===== config.mk =====
export PLATFORM = sky130hd
export DESIGN_NAME = instr_encode_loader
export DESIGN_NICKNAME = d
export VERILOG_FILES = /design/src/rtl/instr_encode_loader.sv
export SDC_FILE = /design/constraint.sdc
export NUM_CORES = 1
export LEC_CHECK = 0
export ABC_AREA = 1
export CAP_MARGIN = 20
export CORE_UTILIZATION = 25
export CTS_CLUSTER_DIAMETER = 30
export DETAILED_ROUTE_END_ITERATION = 10
export GPL_TIMING_DRIVEN = 0
export SETUP_SLACK_MARGIN = 0.05
export SYNTH_ARGS = -nofsm -noshare
export SYNTH_HDL_FRONTEND = slang
export SYNTH_SLANG_ARGS = --single-unit

===== constraint.sdc =====
create_clock -name clk -period 5.7 [get_ports clk]
set_input_delay 0.57 -clock clk [delete_from_list [all_inputs] [get_ports clk]]
set_output_delay 0.57 -clock clk [all_outputs]
set_load 0.1 [all_outputs]

===== src/rtl/instr_encode_loader.sv =====
// Packs opcode/dest/src/imm field sets into instruction words, buffers them in
// a small FIFO and writes them sequentially into instruction memory.
module instr_encode_loader #(
  parameter int DATA_WIDTH = 32,
  parameter int ADDR_WIDTH = 8,
  parameter int FIFO_DEPTH = 4
) (
  input  logic                  clk,
  input  logic                  rst_n,
  input  logic                  start,
  input  logic [ADDR_WIDTH-1:0] base_addr,
  input  logic                  in_valid,
  output logic                  in_ready,
  input  logic [3:0]            in_opcode,
  input  logic [3:0]            in_dest,
  input  logic [3:0]            in_src,
  input  logic [7:0]            in_imm,
  input  logic                  in_use_imm,
  input  logic                  in_last,
  output logic                  mem_we,
  output logic [ADDR_WIDTH-1:0] mem_addr,
  output logic [DATA_WIDTH-1:0] mem_wdata,
  input  logic                  mem_ready,
  output logic                  busy,
  output logic                  done,
  output logic                  overflow,
  output logic [ADDR_WIDTH:0]   word_count
);

  localparam int PW = $clog2(FIFO_DEPTH);
  localparam logic [PW:0]         PTR_ONE  = (PW+1)'(1);
  localparam logic [ADDR_WIDTH-1:0] ADDR_ONE = ADDR_WIDTH'(1);
  localparam logic [ADDR_WIDTH:0]   CNT_ONE  = (ADDR_WIDTH+1)'(1);

  typedef enum logic [1:0] {
    IDLE  = 2'd0,
    LOAD  = 2'd1,
    DRAIN = 2'd2
  } state_t;

  function automatic logic [DATA_WIDTH-1:0] encode_word(
    input logic [3:0] op,
    input logic [3:0] dest,
    input logic [3:0] src,
    input logic [7:0] imm,
    input logic       use_imm
  );
    logic [DATA_WIDTH-1:0] w;
    w        = '0;
    w[15:12] = op;
    w[11:8]  = dest;
    if (use_imm) begin
      w[7:0] = imm;
    end else begin
      w[7:4] = src;
      w[3:0] = 4'h0;
    end
    return w;
  endfunction

  state_t                  state_q, state_d;
  logic [PW:0]             wr_ptr_q, wr_ptr_d;
  logic [PW:0]             rd_ptr_q, rd_ptr_d;
  logic [ADDR_WIDTH-1:0]   addr_q, addr_d;
  logic [ADDR_WIDTH:0]     cnt_q, cnt_d;
  logic                    ovf_q, ovf_d;
  logic                    done_q, done_d;
  logic [DATA_WIDTH-1:0]   fifo_mem [FIFO_DEPTH];

  logic                    full_s, empty_s, push_s, pop_s;
  logic [PW:0]             occ_s;
  logic [DATA_WIDTH-1:0]   enc_s;

  // FIFO status and handshake qualifiers; no bypass, so a full FIFO blocks input
  always_comb begin
    occ_s   = wr_ptr_q - rd_ptr_q;
    empty_s = (wr_ptr_q == rd_ptr_q);
    full_s  = (wr_ptr_q[PW] != rd_ptr_q[PW]) &&
              (wr_ptr_q[PW-1:0] == rd_ptr_q[PW-1:0]);
    push_s  = (state_q == LOAD) && in_valid && !full_s;
    pop_s   = (state_q != IDLE) && !empty_s && mem_ready;
    enc_s   = encode_word(in_opcode, in_dest, in_src, in_imm, in_use_imm);
  end

  // Next-state logic for the session FSM, write address and counters
  always_comb begin
    state_d  = state_q;
    addr_d   = addr_q;
    cnt_d    = cnt_q;
    ovf_d    = ovf_q;
    done_d   = 1'b0;
    wr_ptr_d = wr_ptr_q + (push_s ? PTR_ONE : '0);
    rd_ptr_d = rd_ptr_q + (pop_s ? PTR_ONE : '0);
    case (state_q)
      IDLE: begin
        if (start) begin
          state_d = LOAD;
          addr_d  = base_addr;
          cnt_d   = '0;
          ovf_d   = 1'b0;
        end else begin
          state_d = IDLE;
        end
      end
      LOAD: begin
        if (push_s && in_last) begin
          state_d = DRAIN;
        end else begin
          state_d = LOAD;
        end
      end
      DRAIN: begin
        // leave on the edge that retires the last buffered word
        if (empty_s || (pop_s && (occ_s == PTR_ONE))) begin
          state_d = IDLE;
          done_d  = 1'b1;
        end else begin
          state_d = DRAIN;
        end
      end
      default: begin
        state_d = IDLE;
      end
    endcase
    if (pop_s) begin
      addr_d = addr_q + ADDR_ONE;
      cnt_d  = cnt_q + CNT_ONE;
      if (addr_q == {ADDR_WIDTH{1'b1}}) begin
        ovf_d = 1'b1;
      end else begin
        ovf_d = ovf_q;
      end
    end else begin
      addr_d = addr_d;
    end
  end

  // State and control registers with synchronous active-low reset
  always_ff @(posedge clk) begin
    if (!rst_n) begin
      state_q  <= IDLE;
      wr_ptr_q <= '0;
      rd_ptr_q <= '0;
      addr_q   <= '0;
      cnt_q    <= '0;
      ovf_q    <= 1'b0;
      done_q   <= 1'b0;
    end else begin
      state_q  <= state_d;
      wr_ptr_q <= wr_ptr_d;
      rd_ptr_q <= rd_ptr_d;
      addr_q   <= addr_d;
      cnt_q    <= cnt_d;
      ovf_q    <= ovf_d;
      done_q   <= done_d;
    end
  end

  // Word storage; contents are don't-care while the pointers say empty
  always_ff @(posedge clk) begin
    if (push_s) begin
      fifo_mem[wr_ptr_q[PW-1:0]] <= enc_s;
    end
  end

  assign in_ready   = (state_q == LOAD) && !full_s;
  assign mem_we     = (state_q != IDLE) && !empty_s;
  assign mem_addr   = addr_q;
  assign mem_wdata  = fifo_mem[rd_ptr_q[PW-1:0]];
  assign busy       = (state_q != IDLE);
  assign done       = done_q;
  assign overflow   = ovf_q;
  assign word_count = cnt_q;

endmodule


==> out/metrics.cfg <==
[logic_synthesis]
synth_top_area_share_pct=46.73
ys_seq_area_share_pct=59.87
synth_commonest_cells=edfxtp_1, nand2_1, nor2_1, inv_1, o21ai_0
synth-main-ff-cell=edfxtp_1
synth_area_leaders=edfxtp_1, dfxtp_1, nand2_1, nor2_1, o21ai_0
ys_types=36
synth_adder_area_share_pct=2.921
synthArstFlopShare_pct=0
avgSynthCellArea_um2=10.21
synth_area_mm2=0.004113
synthSimpleGateAreaFrac_pct=15.36
yosysMostFrequentCell=edfxtp_1
synth_xor_area_share_pct=1.065
synth-edff-count=64
synth.mux.area_fraction_pct=1.095
synth_warnings=0
netlist_instances=403
synth_compound_area_share_pct=11.62
synth-seq-cells=91
synth_top_family_by_area=simple AND/OR/NAND/NOR gates
yosysTopAreaCell=edfxtp_1

[global_route]
grt_pass1_wl_um=15440
grt_pass1_vias=3156
gr-usage-all-layers_pct=12.34
grt-ovfl-total=0
grt_antenna_before_repair=0
grt_start_max_net_pins=19

[layout]
final_area_mm2=0.005533
nets=548
area_delta_synth_final_pct=34.53
diodes=0
drive_gt1_share_pct=13.56

[worst_setup_path]
crit_required_ns=5.13
crit_end=in_ready
rr_startpoint=rd_ptr_q[1]$_SDFF_PN0_
critPathKind=reg2out
r2r_slack_ns=2.35
cp_max_fo=10
cp.arrival_ns=3.42
worst_setup_path_start_kind=flip-flop
end_kind=output port
reg2reg_depth=9
startpoint=rd_ptr_q[1]$_SDFF_PN0_
r2r-end=fifo_mem[2][3]$_DFFE_PP_

[floorplan]
die_height_um=130.3
dieArea_mm2=0.01697
start_util_pct=25.70
core_mm2=0.01600
die_w_um=130.3
num_io_pins=89
std_cell_rows=46

[power_and_ir_drop]
power.share.clock_pct=38.3
p_comb_share_pct=17.1
netSwitchingPower_uw=492.3
p_leak_nw=2.082
power.internal_mw=1.147
sequentialPowerShare_pct=44.6
swShare_pct=30.04
ir_drop_mv=0.1398
p_per_area_mw_per_mm2=296.2

[timing]
rsz0062_at_grt=false
setup_ws_ns=1.712
drv_slew=0
finalSetupViolCount=0
period_share_pct=69.96
fin_crit_ns=3.988
slew_headroom_pct=32.60
tightest_slew_ns=1.008
fin_tns_setup_ns=0
fin_skew_ns=0.006049
fmax_mhz=250.8
finalHoldViolations=0

[detailed_routing]
drtPass1Iterations=6
via_per_inst=4.407
drt_wl_total_um=10010
drc=0
drt-wirelength-per-cell_um=13.81
via_count=3195
ant_nets=0
drtIter0Drc=174

[outcome]
status=finished, final reports clean

[clocking]
cts_hold_buf=0
clkLatencyLatePin_ns=0.34
cts_tree=done
cts_htree_levels=3
cts.sinks=91
cts_made_buffers=9
post_cts_resized=0
cts_setup_buffers=0
cts-root-buf=clkbuf_16
clock_path_buffers=2
clk_pin_slew_worst_paths_ns=0.07

[placement]
io_buffers=71
placed_cell_area_mm2=0.005215
hpwl_um=7068
post-place-ws_ns=2.114
gp_congestion=0.8589

[run]
cap_violations=0

[worst_hold_path]
worstHoldPathType=reg2reg

cell usage in the layout (no fill, tap or decap), drive strengths merged, types with 2 or more instances in the layout:
master / instances
a21boi: 2
a21oi: 18
buf: 22
clkbuf: 20
clkdlybuf4s50: 71
clkinv: 5
conb: 16
dfxtp: 27
edfxtp: 64
ha: 8
inv: 40
mux2: 4
nand2: 66
nand3: 17
nand4: 2
nor2: 53
nor3: 6
o21a: 3
o21ai: 39
o22ai: 16
xnor2: 3
xor2: 2
metal layers:
| metal | vias to the layer above | track usage [%] | part of all wire [%] |
|---|---|---|---|
| met2 | 138 | 22.06 | 50 |
| li1 | 1548 | - | - |
| met1 | 1505 | 14.07 | 42 |
| met5 | - | 0 | 0 |
| met3 | 4 | 3.731 | 7.5 |
| met4 | 0 | 3.762 | 0.66 |
through the flow:
stage	instances	power, mW	utilization [%]	hold slack, ns
floorplan	418	0.9518	-	0.4965
global placement	705	1.022	32.19	0.4725
detailed placement	709	1.027	32.59	0.4607
CTS	725	1.651	34.58	0.4943
global route	725	1.691	34.58	0.5213
finish	725	1.639	34.58	0.4917
how the worst min path moves through the flow:
stage	depth (start not counted)	slack [ns]	to	from
after floorplan	3	0.50	done$_SDFF_PN0_	state_q[0]$_SDFF_PN0_
after global placement	2	0.47	overflow$_SDFFE_PN0P_	overflow$_SDFFE_PN0P_
after detailed placement	2	0.46	overflow$_SDFFE_PN0P_	overflow$_SDFFE_PN0P_
after CTS	2	0.49	overflow$_SDFFE_PN0P_	overflow$_SDFFE_PN0P_
after global routing	2	0.52	overflow$_SDFFE_PN0P_	overflow$_SDFFE_PN0P_
final	2	0.49	word_count[3]$_SDFFE_PN0P_	word_count[3]$_SDFFE_PN0P_
power groups by stage:
stage                     clock, mW  combinational (mW)  sequential, mW
final                         0.627               0.281           0.731
after floorplan                   0               0.176           0.775
after global placement            0               0.276           0.746
after detailed placement          0               0.281           0.746
after CTS                     0.638               0.282           0.731
after global routing          0.663               0.295           0.733
area by class of cell:
class	count	area [um2]
sequential	91	2462
tap	216	270.3
fill	1611	10470
timing repair buffer	75	755.7
clock buffer	9	225.2
inverter	39	147.6
multi-input combinational	259	1399
clock inverter	7	92.59
buffer	29	180.2
state kept, by name (all words and copies together), names as in the netlist:
name,flops
overflow,1
state_q,2
mem_addr,8
word_count,9
fifo_mem,64
rd_ptr_q,3
done,1
wr_ptr_q,3
cells by family after synthesis:
| family | count (synthesis) |
|---|---|
| AOI/OAI and AO/OA | 81 |
| xor gates and xnor gates | 5 |
| adders and majority gates | 9 |
| buffers and inverters | 68 |
| DFF | 91 |
| muxes | 4 |
| other | 1 |
| and+or+nand+nor | 144 |
critical path, stage by stage (launching register included):
cell and delay (ns):
dfxtp_1 0.60, inv_1 0.26, clkbuf_1 0.32, ha_1 0.36
nand2_1 0.09, inv_2 0.06, a21boi_2 0.21, clkdlybuf4s50_1 1.18
Power figures use the tool's default switching activity.
